### src/rtl/r_channel_buf.sv
// OBI R-channel response buffer: DEPTH-entry show-ahead FIFO between the cache controller
// and the OBI master, with rvalid/rready backpressure and a dropped-response pulse.
module r_channel_buf #(
  parameter int unsigned DATA_WIDTH = 64,
  parameter int unsigned ID_WIDTH   = 4,
  parameter int unsigned DEPTH      = 4,
  localparam int unsigned CNT_WIDTH = $clog2(DEPTH) + 1
) (
  input  logic                  clk,
  input  logic                  rst_n,
  // Controller side
  input  logic                  rvalid_in,
  input  logic [DATA_WIDTH-1:0] rdata_in,
  input  logic                  err_in,
  input  logic [ID_WIDTH-1:0]   rid_in,
  output logic                  rready_in,
  // OBI master side
  output logic                  obi_rvalid,
  input  logic                  obi_rready,
  output logic [DATA_WIDTH-1:0] obi_rdata,
  output logic                  obi_err,
  output logic [ID_WIDTH-1:0]   obi_rid,
  // Status
  output logic [CNT_WIDTH-1:0]  count,
  output logic                  overflow
);

  localparam int unsigned PtrWidth   = $clog2(DEPTH);
  localparam int unsigned EntryWidth = DATA_WIDTH + 1 + ID_WIDTH;

  logic [EntryWidth-1:0] mem_q [DEPTH];
  logic [EntryWidth-1:0] head;

  logic [PtrWidth-1:0]  wptr_q, wptr_d;
  logic [PtrWidth-1:0]  rptr_q, rptr_d;
  logic [CNT_WIDTH-1:0] count_q, count_d;
  logic                 overflow_q, overflow_d;
  logic                 push, pop;

  // Full/empty come from the registered count only, so no input reaches these paths.
  assign rready_in  = (count_q != CNT_WIDTH'(DEPTH));
  assign obi_rvalid = (count_q != '0);

  assign push = rvalid_in & rready_in;
  assign pop  = obi_rvalid & obi_rready;

  always_comb begin
    wptr_d     = wptr_q;
    rptr_d     = rptr_q;
    count_d    = count_q;
    overflow_d = rvalid_in & ~rready_in;
    if (push) begin
      wptr_d = wptr_q + PtrWidth'(1);
    end
    if (pop) begin
      rptr_d = rptr_q + PtrWidth'(1);
    end
    case ({push, pop})
      2'b10:   count_d = count_q + CNT_WIDTH'(1);
      2'b01:   count_d = count_q - CNT_WIDTH'(1);
      default: count_d = count_q;
    endcase
  end

  always_ff @(posedge clk or negedge rst_n) begin
    if (!rst_n) begin
      wptr_q     <= '0;
      rptr_q     <= '0;
      count_q    <= '0;
      overflow_q <= 1'b0;
    end else begin
      wptr_q     <= wptr_d;
      rptr_q     <= rptr_d;
      count_q    <= count_d;
      overflow_q <= overflow_d;
    end
  end

  // Storage needs no reset; outputs are masked while the buffer is empty.
  always_ff @(posedge clk) begin
    if (push) begin
      mem_q[wptr_q] <= {rdata_in, err_in, rid_in};
    end
  end

  assign head = mem_q[rptr_q];

  always_comb begin
    obi_rdata = '0;
    obi_err   = 1'b0;
    obi_rid   = '0;
    if (obi_rvalid) begin
      obi_rdata = head[EntryWidth-1 -: DATA_WIDTH];
      obi_err   = head[ID_WIDTH];
      obi_rid   = head[ID_WIDTH-1:0];
    end
  end

  assign count    = count_q;
  assign overflow = overflow_q;

endmodule
### config.mk
export PLATFORM = sky130hd
export DESIGN_NAME = r_channel_buf
export DESIGN_NICKNAME = d
export VERILOG_FILES = /design/src/rtl/r_channel_buf.sv
export SDC_FILE = /design/constraint.sdc
export NUM_CORES = 1
export LEC_CHECK = 0
export CAP_MARGIN = 20
export CELL_PAD_IN_SITES_DETAIL_PLACEMENT = 1
export CELL_PAD_IN_SITES_GLOBAL_PLACEMENT = 1
export CORE_MARGIN = 5
export CORE_UTILIZATION = 45
export DETAILED_ROUTE_END_ITERATION = 16
export GPL_TIMING_DRIVEN = 0
export PLACE_DENSITY = 0.76
export SYNTH_ARGS = -nofsm -noshare
export SYNTH_HDL_FRONTEND = slang
export SYNTH_SLANG_ARGS = --single-unit
### constraint.sdc
create_clock -name clk -period 4.6 [get_ports clk]
set_input_delay 0.92 -clock clk [delete_from_list [all_inputs] [get_ports clk]]
set_output_delay 0.92 -clock clk [all_outputs]
set_load 0.05 [all_outputs]
Yosys cells after proc, flatten, opt, wreduce, memory -nomap -nowiden
Memories as Yosys holds them, arrays and structs flattened.
Index checks and enable logic that the tools add are counted.
{ "classes": {"n_mux": 6, "eq_ne": 3, "n_reduce_logical": 2, "addsub": 4, "bitwise_logic": 4} }
{ "op_table": {"columns": ["operator", "count"], "rows": [
  ["2-to-1 mux 64 bit", 1],
  ["case mux 3 bit (2 select lines)", 1],
  ["adder 2 x 1 -> 2 bit (second input constant)", 2],
  ["2-to-1 mux 4 bit", 1],
  ["adder 3 x 1 -> 3 bit (second input constant)", 1],
  ["bitwise AND 1 bit", 3],
  ["2-to-1 mux 1 bit", 3],
  ["!= test 3 bit (second input constant)", 1],
  ["nonzero test 3 bit", 1],
  ["subtractor 3 x 1 -> 3 bit (second input constant)", 1],
  ["equality test 2 x 1 -> 1 bit (second input constant)", 1],
  ["equality test 2 bit (second input constant)", 1],
  ["nonzero test 2 bit", 1],
  ["NOT 1 bit", 1]
]} }
{ "word_totals": {"ramBits": 276, "out_inout_bits": 75, "reg_bits": 8, "mem_count": 1, "input_bits": 73, "word_cells": 24} }
{ "mem_list": {"columns": ["memory", "depth", "word_bits", "read_ports", "rd_clocked_by_memory_dff", "wr", "line", "text"], "rows": [
  ["mem_q", 4, 69, 1, 0, 1, "31", "logic [EntryWidth-1:0] mem_q [DEPTH];"]
]} }

Longest topological paths before layout
{ "logic_depth": {"depth_word": 4, "ltp_mapped": 10, "depth_no_buf": 9} }

Worst setup path before layout
Ideal clock, no wire load.
{ "synth_path": {"path_type": "reg-to-output", "from": "register count_q[0], in the netlist count[0]", "to": "output port obi_rdata[54]", "t_arrival_ns": 2.174, "stages_incl_launch_ff": 5, "required_ns": 3.680, "path_slack_ns": 1.506, "n_path_buf": 2, "path_cell_list": "dfrtp_1 or3_1 clkbuf_1 clkbuf_1 and2_1"} }
{ "synth_via": {"elab_chain_cells": 2} }
{ "synth_rtl": {"columns": ["element", "line", "text"], "rows": [
  ["from (decl)", "36", "logic [CNT_WIDTH-1:0] count_q, count_d;"],
  ["from (signal assigned)", "74", "count_q <= count_d;"],
  ["nonzero test 3 bit", "42", "assign obi_rvalid = (count_q != '0);"],
  ["via obi_rvalid", "18", "output logic obi_rvalid,"],
  ["2-to-1 mux 64 bit", "92", "if (obi_rvalid) begin"],
  ["to (decl)", "20", "output logic [DATA_WIDTH-1:0] obi_rdata,"]
]} }
The timed path passes the listed nets, and every way through them passes these cells.

Worst setup path after layout
{ "layout_path": {"from": "register count_q[0], in the netlist count[0]", "to": "output port obi_rdata[4]"} }
{ "layout_via": {"elab_chain_cells": 2} }
{ "layout_rtl": {"columns": ["element", "line"], "rows": [
  ["nonzero test 3 bit", "42"],
  ["2-to-1 mux 64 bit", "92"]
]} }
No other way between the ends.

==> results list <==
* CP cell instances: or3_1, clkbuf_1, clkbuf_1, and2_1, clkdlybuf4s50_1
* CTS tree: built
- Buffers inserted to repair hold after CTS numbered 0.
* Pin count of the biggest net entering global routing: between 40 and 50
- Setup repair after global routing left no endpoint under its margin.
- In this run the cell area of the synthesized design comes to ~0.011 mm².
- Post-Layout Cell Count: just over 1000
* CTS buffer count: 30
- Switching Share: 0.372
- STA classifies the critical path endpoint as a primary output.
- Number of top-level pins: approximately 150
- The first detailed-routing pass took 4 iterations.
* Switching component of the power: between 4 and 5 mW
* Antenna diode instance count: 0
- After floorplanning, the core was sized to cover ~0.024 mm².
- Internal portion of total power: 7.16 mW
- After layout, the worst setup slack is around 0.53 ns.
* Clock latency of the later-clocked register in the worst-skew pair: 0.54 ns
* Post-synthesis net count: 558
* Critical path endpoint: obi_rdata[4]
- Yosys instantiated no cell more often than edfxtp_1.
- Sequential share of the synthesized area: 0.765
- Number of max-slew violations in the final report: 0
- The floorplan step set the die height to 167 µm.
- The critical path starts at count[0].
* Reg-to-reg critical path endpoint: count[2]
* Vias per cell: about 5.2
- Startpoint of the worst register-to-register path: count[0]
- Standard-cell rows: 57
- Across every metal layer, demand over resource in global routing totals 0.170.
- Area fraction of the dominant cell type after synthesis: 0.747
* Slew margin rel.: 0.545
- Number of warnings printed during yosys synthesis: 0
- Of the total power, combinational logic draws 0.447.
- The die covers 0.0279 mm².
- Including well taps, the total number of placed cells is approximately 950.
- Based on the critical path, the design can be clocked at up to around 250 MHz.
- Summed over all cells, the static leakage comes to approximately 4.8 nW.
- The number of different library cells used by synthesis comes to 23.
* Leading cell types by count after synthesis: edfxtp_1, and2_1, mux4_1, mux4_2, clkbuf_1
- Top fanout value on the critical path: 10
* Startpoint kind of the worst setup timing path: flip-flop
- Sorting the synthesized cells by area gives the leading types as edfxtp_1, mux4_1, mux4_2.
* Routability-driven placement congestion ratio: 0.665
- Global-route wire length before repair: 36.7 mm
- Compared with the post-synthesis result, the final layout area differs by 28.3%.
* Total clock sinks: 284
- Port buffering added 147 buffers.
- Result of the run: finished, final reports clean
- Sum of negative setup slack: 0 ns
* H-tree levels: 1
* Startpoint-to-endpoint class of the critical path: reg -> out
* Number of endpoints failing setup at the final stage: 0
* Clock slew seen by the registers of the worst setup and hold paths: ~0.060 ns
* Synthesized area per cell: roughly 23 µm²
- Worst Skew: 0.0169 ns
- PnR Total Power: 11.4 mW
- Counting flops with an async set or reset pin after synthesis yields a share of 0.0282.
- Detailed placement ended at an HPWL of 15.0 mm.
- Once detail routing completed, the nets flagged for antenna violations numbered 0.
* Count of unresolved DRC violations after routing: 0
- In this run the power density over the cells is between 800 and 900 mW/mm².
- Crit path time final: 4.07 ns
* Clock Power Share: 0.242
* Arrival time worst endpoint: ~3.2 ns
- Sequential power share: 0.311
- FF-to-FF path depth: 9
* Via count: ~5300
- The slowest stage of the critical path belongs to the cell clkdlybuf4s50_1.
* Post-synthesis sequential element count: between 200 and 300
* Hold violation count in the final report: 0
* Slew at the pin closest to its max-slew limit: 0.683 ns
- Of the cells placed in the final design, the portion with a size suffix greater than 1 is 0.146.
- In this run, post-CTS repair resized a total of 0 instances.
- The tool flagged a number of max-cap violations equal to 0.
- Critical path's largest stage delay: 0.86 ns
- The number of antenna violations at the first check in global routing is 0.
* Number of buffers between clock root and the deepest sink: 3
- In this run, synthesis inferred around 280 flip-flops with an integrated enable.
- Summed over all layers, the routed wires come to roughly 24 mm.
- For this run, the leading register cell type out of synthesis is edfxtp_1.
- Dividing the final minimum period by the clock period gives 0.884.
- Gr ovfl total: 0
- Width of the die: between 150 and 200 µm
* Cell count after synthesis: between 400 and 500
* Initial core utilization: 0.456
- In this run the clock root is driven by a clkbuf_16.
- Hold/Removal Path Class: reg -> reg
- Setup fix buffers added after clock tree synthesis: 0
- Final Net Count: ~740
* Peak supply drop: between 0.4 and 0.5 mV
- The via count of the first global-routing pass is 6066.
- Dividing the detail-routed wire length by the instance count gives between 20 and 25 µm.
- Internal reg-to-reg setup slack: 2.08 ns
* Dominant cell type by area after synthesis: edfxtp_1
- OpenSTA, run right after detailed placement, puts the worst setup slack at 1.00 ns.
- Required @ worst endpoint: roughly 3.7 ns
- Initial drt markers: 290
- In this design, the critical path's most frequently occurring cell is clkbuf_1.
final cells by class:
class	instances	area [µm²]
fill	2007	10100
sequential	284	8490
multi-input combinational	163	2380
timing repair buffer	151	1570
clock buffer	32	790
tap	324	405
clock inverter	23	365
buffer	25	215
inverter	7	26.3
per-layer routing:
metal | GRT usage | wire, µm
met1 | 0.211 | 9560
met2 | 0.318 | 13000
met5 | 0 | 0
met4 | 0.0384 | 418
met3 | 0.0239 | 995
worst max-delay path, delay by kind of cell, from the launching register on:
| family | cells | cell delay (ns) |
|---|---|---|
| flip-flops | 1 | 0.44 |
| AND/OR/NAND/NOR | 2 | 0.34 |
| buffers and inverters | 3 | 1.82 |
worst min-delay path by stage:
stage	cells after the start	start	slack [ns]	to
floorplan	1	wptr_q[1]	0.53	wptr_q[1]
global placement	1	count[2]	0.49	count[2]
detailed placement	1	count[2]	0.53	count[2]
CTS	1	count[2]	0.53	count[2]
global route	1	count[2]	0.55	count[2]
finish	1	count[2]	0.54	count[2]
stage by stage:
stage / util / instance area, µm² / hold WS, ns
floorplan: - / 11100 / 0.535
global placement: 0.534 / 13000 / 0.493
detailed placement: 0.538 / 13100 / 0.525
CTS: 0.586 / 14200 / 0.533
global route: 0.586 / 14200 / 0.554
finish: 0.586 / 14200 / 0.537
kinds of logic after synthesis:
kind of cell | share of synthesized area
flops | 0.765
simple gates | 0.0454
mux | 0.156
buf+inv | 0.0218
xor+xnor | 0.00474
fa+ha+maj | 0.00744
registers in the layout, indices dropped and copies added, names as in the netlist:
register / cells
overflow: 1
wptr_q: 2
count: 3
mem_q: 276
rptr_q: 2
layout by cell type, fill, tap and decap left out, types with 2 or more instances in the layout:
master             n
buf_12             7
clkinv_2           6
ha_1               5
clkbuf_16         31
and2_1            70
buf_16             2
clkbuf_1          14
buf_8              2
nor2_1             2
dfrtp_1            8
edfxtp_1         276
inv_1              7
buf_6              2
mux4_1            40
clkinv_1           5
mux4_2            29
bufinv_16         10
buf_2              2
and3_4             4
xor2_1             3
xnor2_1            3
clkdlybuf4s50_1  147
power by group through the flow:
stage | logic (mW) | clock network, mW | registers, mW
after floorplan | 3.42 | 0 | 3.61
after global placement | 5.03 | 0 | 3.58
final | 5.10 | 2.76 | 3.55
after global routing | 5.35 | 2.95 | 3.59
after detailed placement | 5.17 | 0 | 3.61
after CTS | 5.21 | 2.82 | 3.56
(Power assumes the default switching activity.)
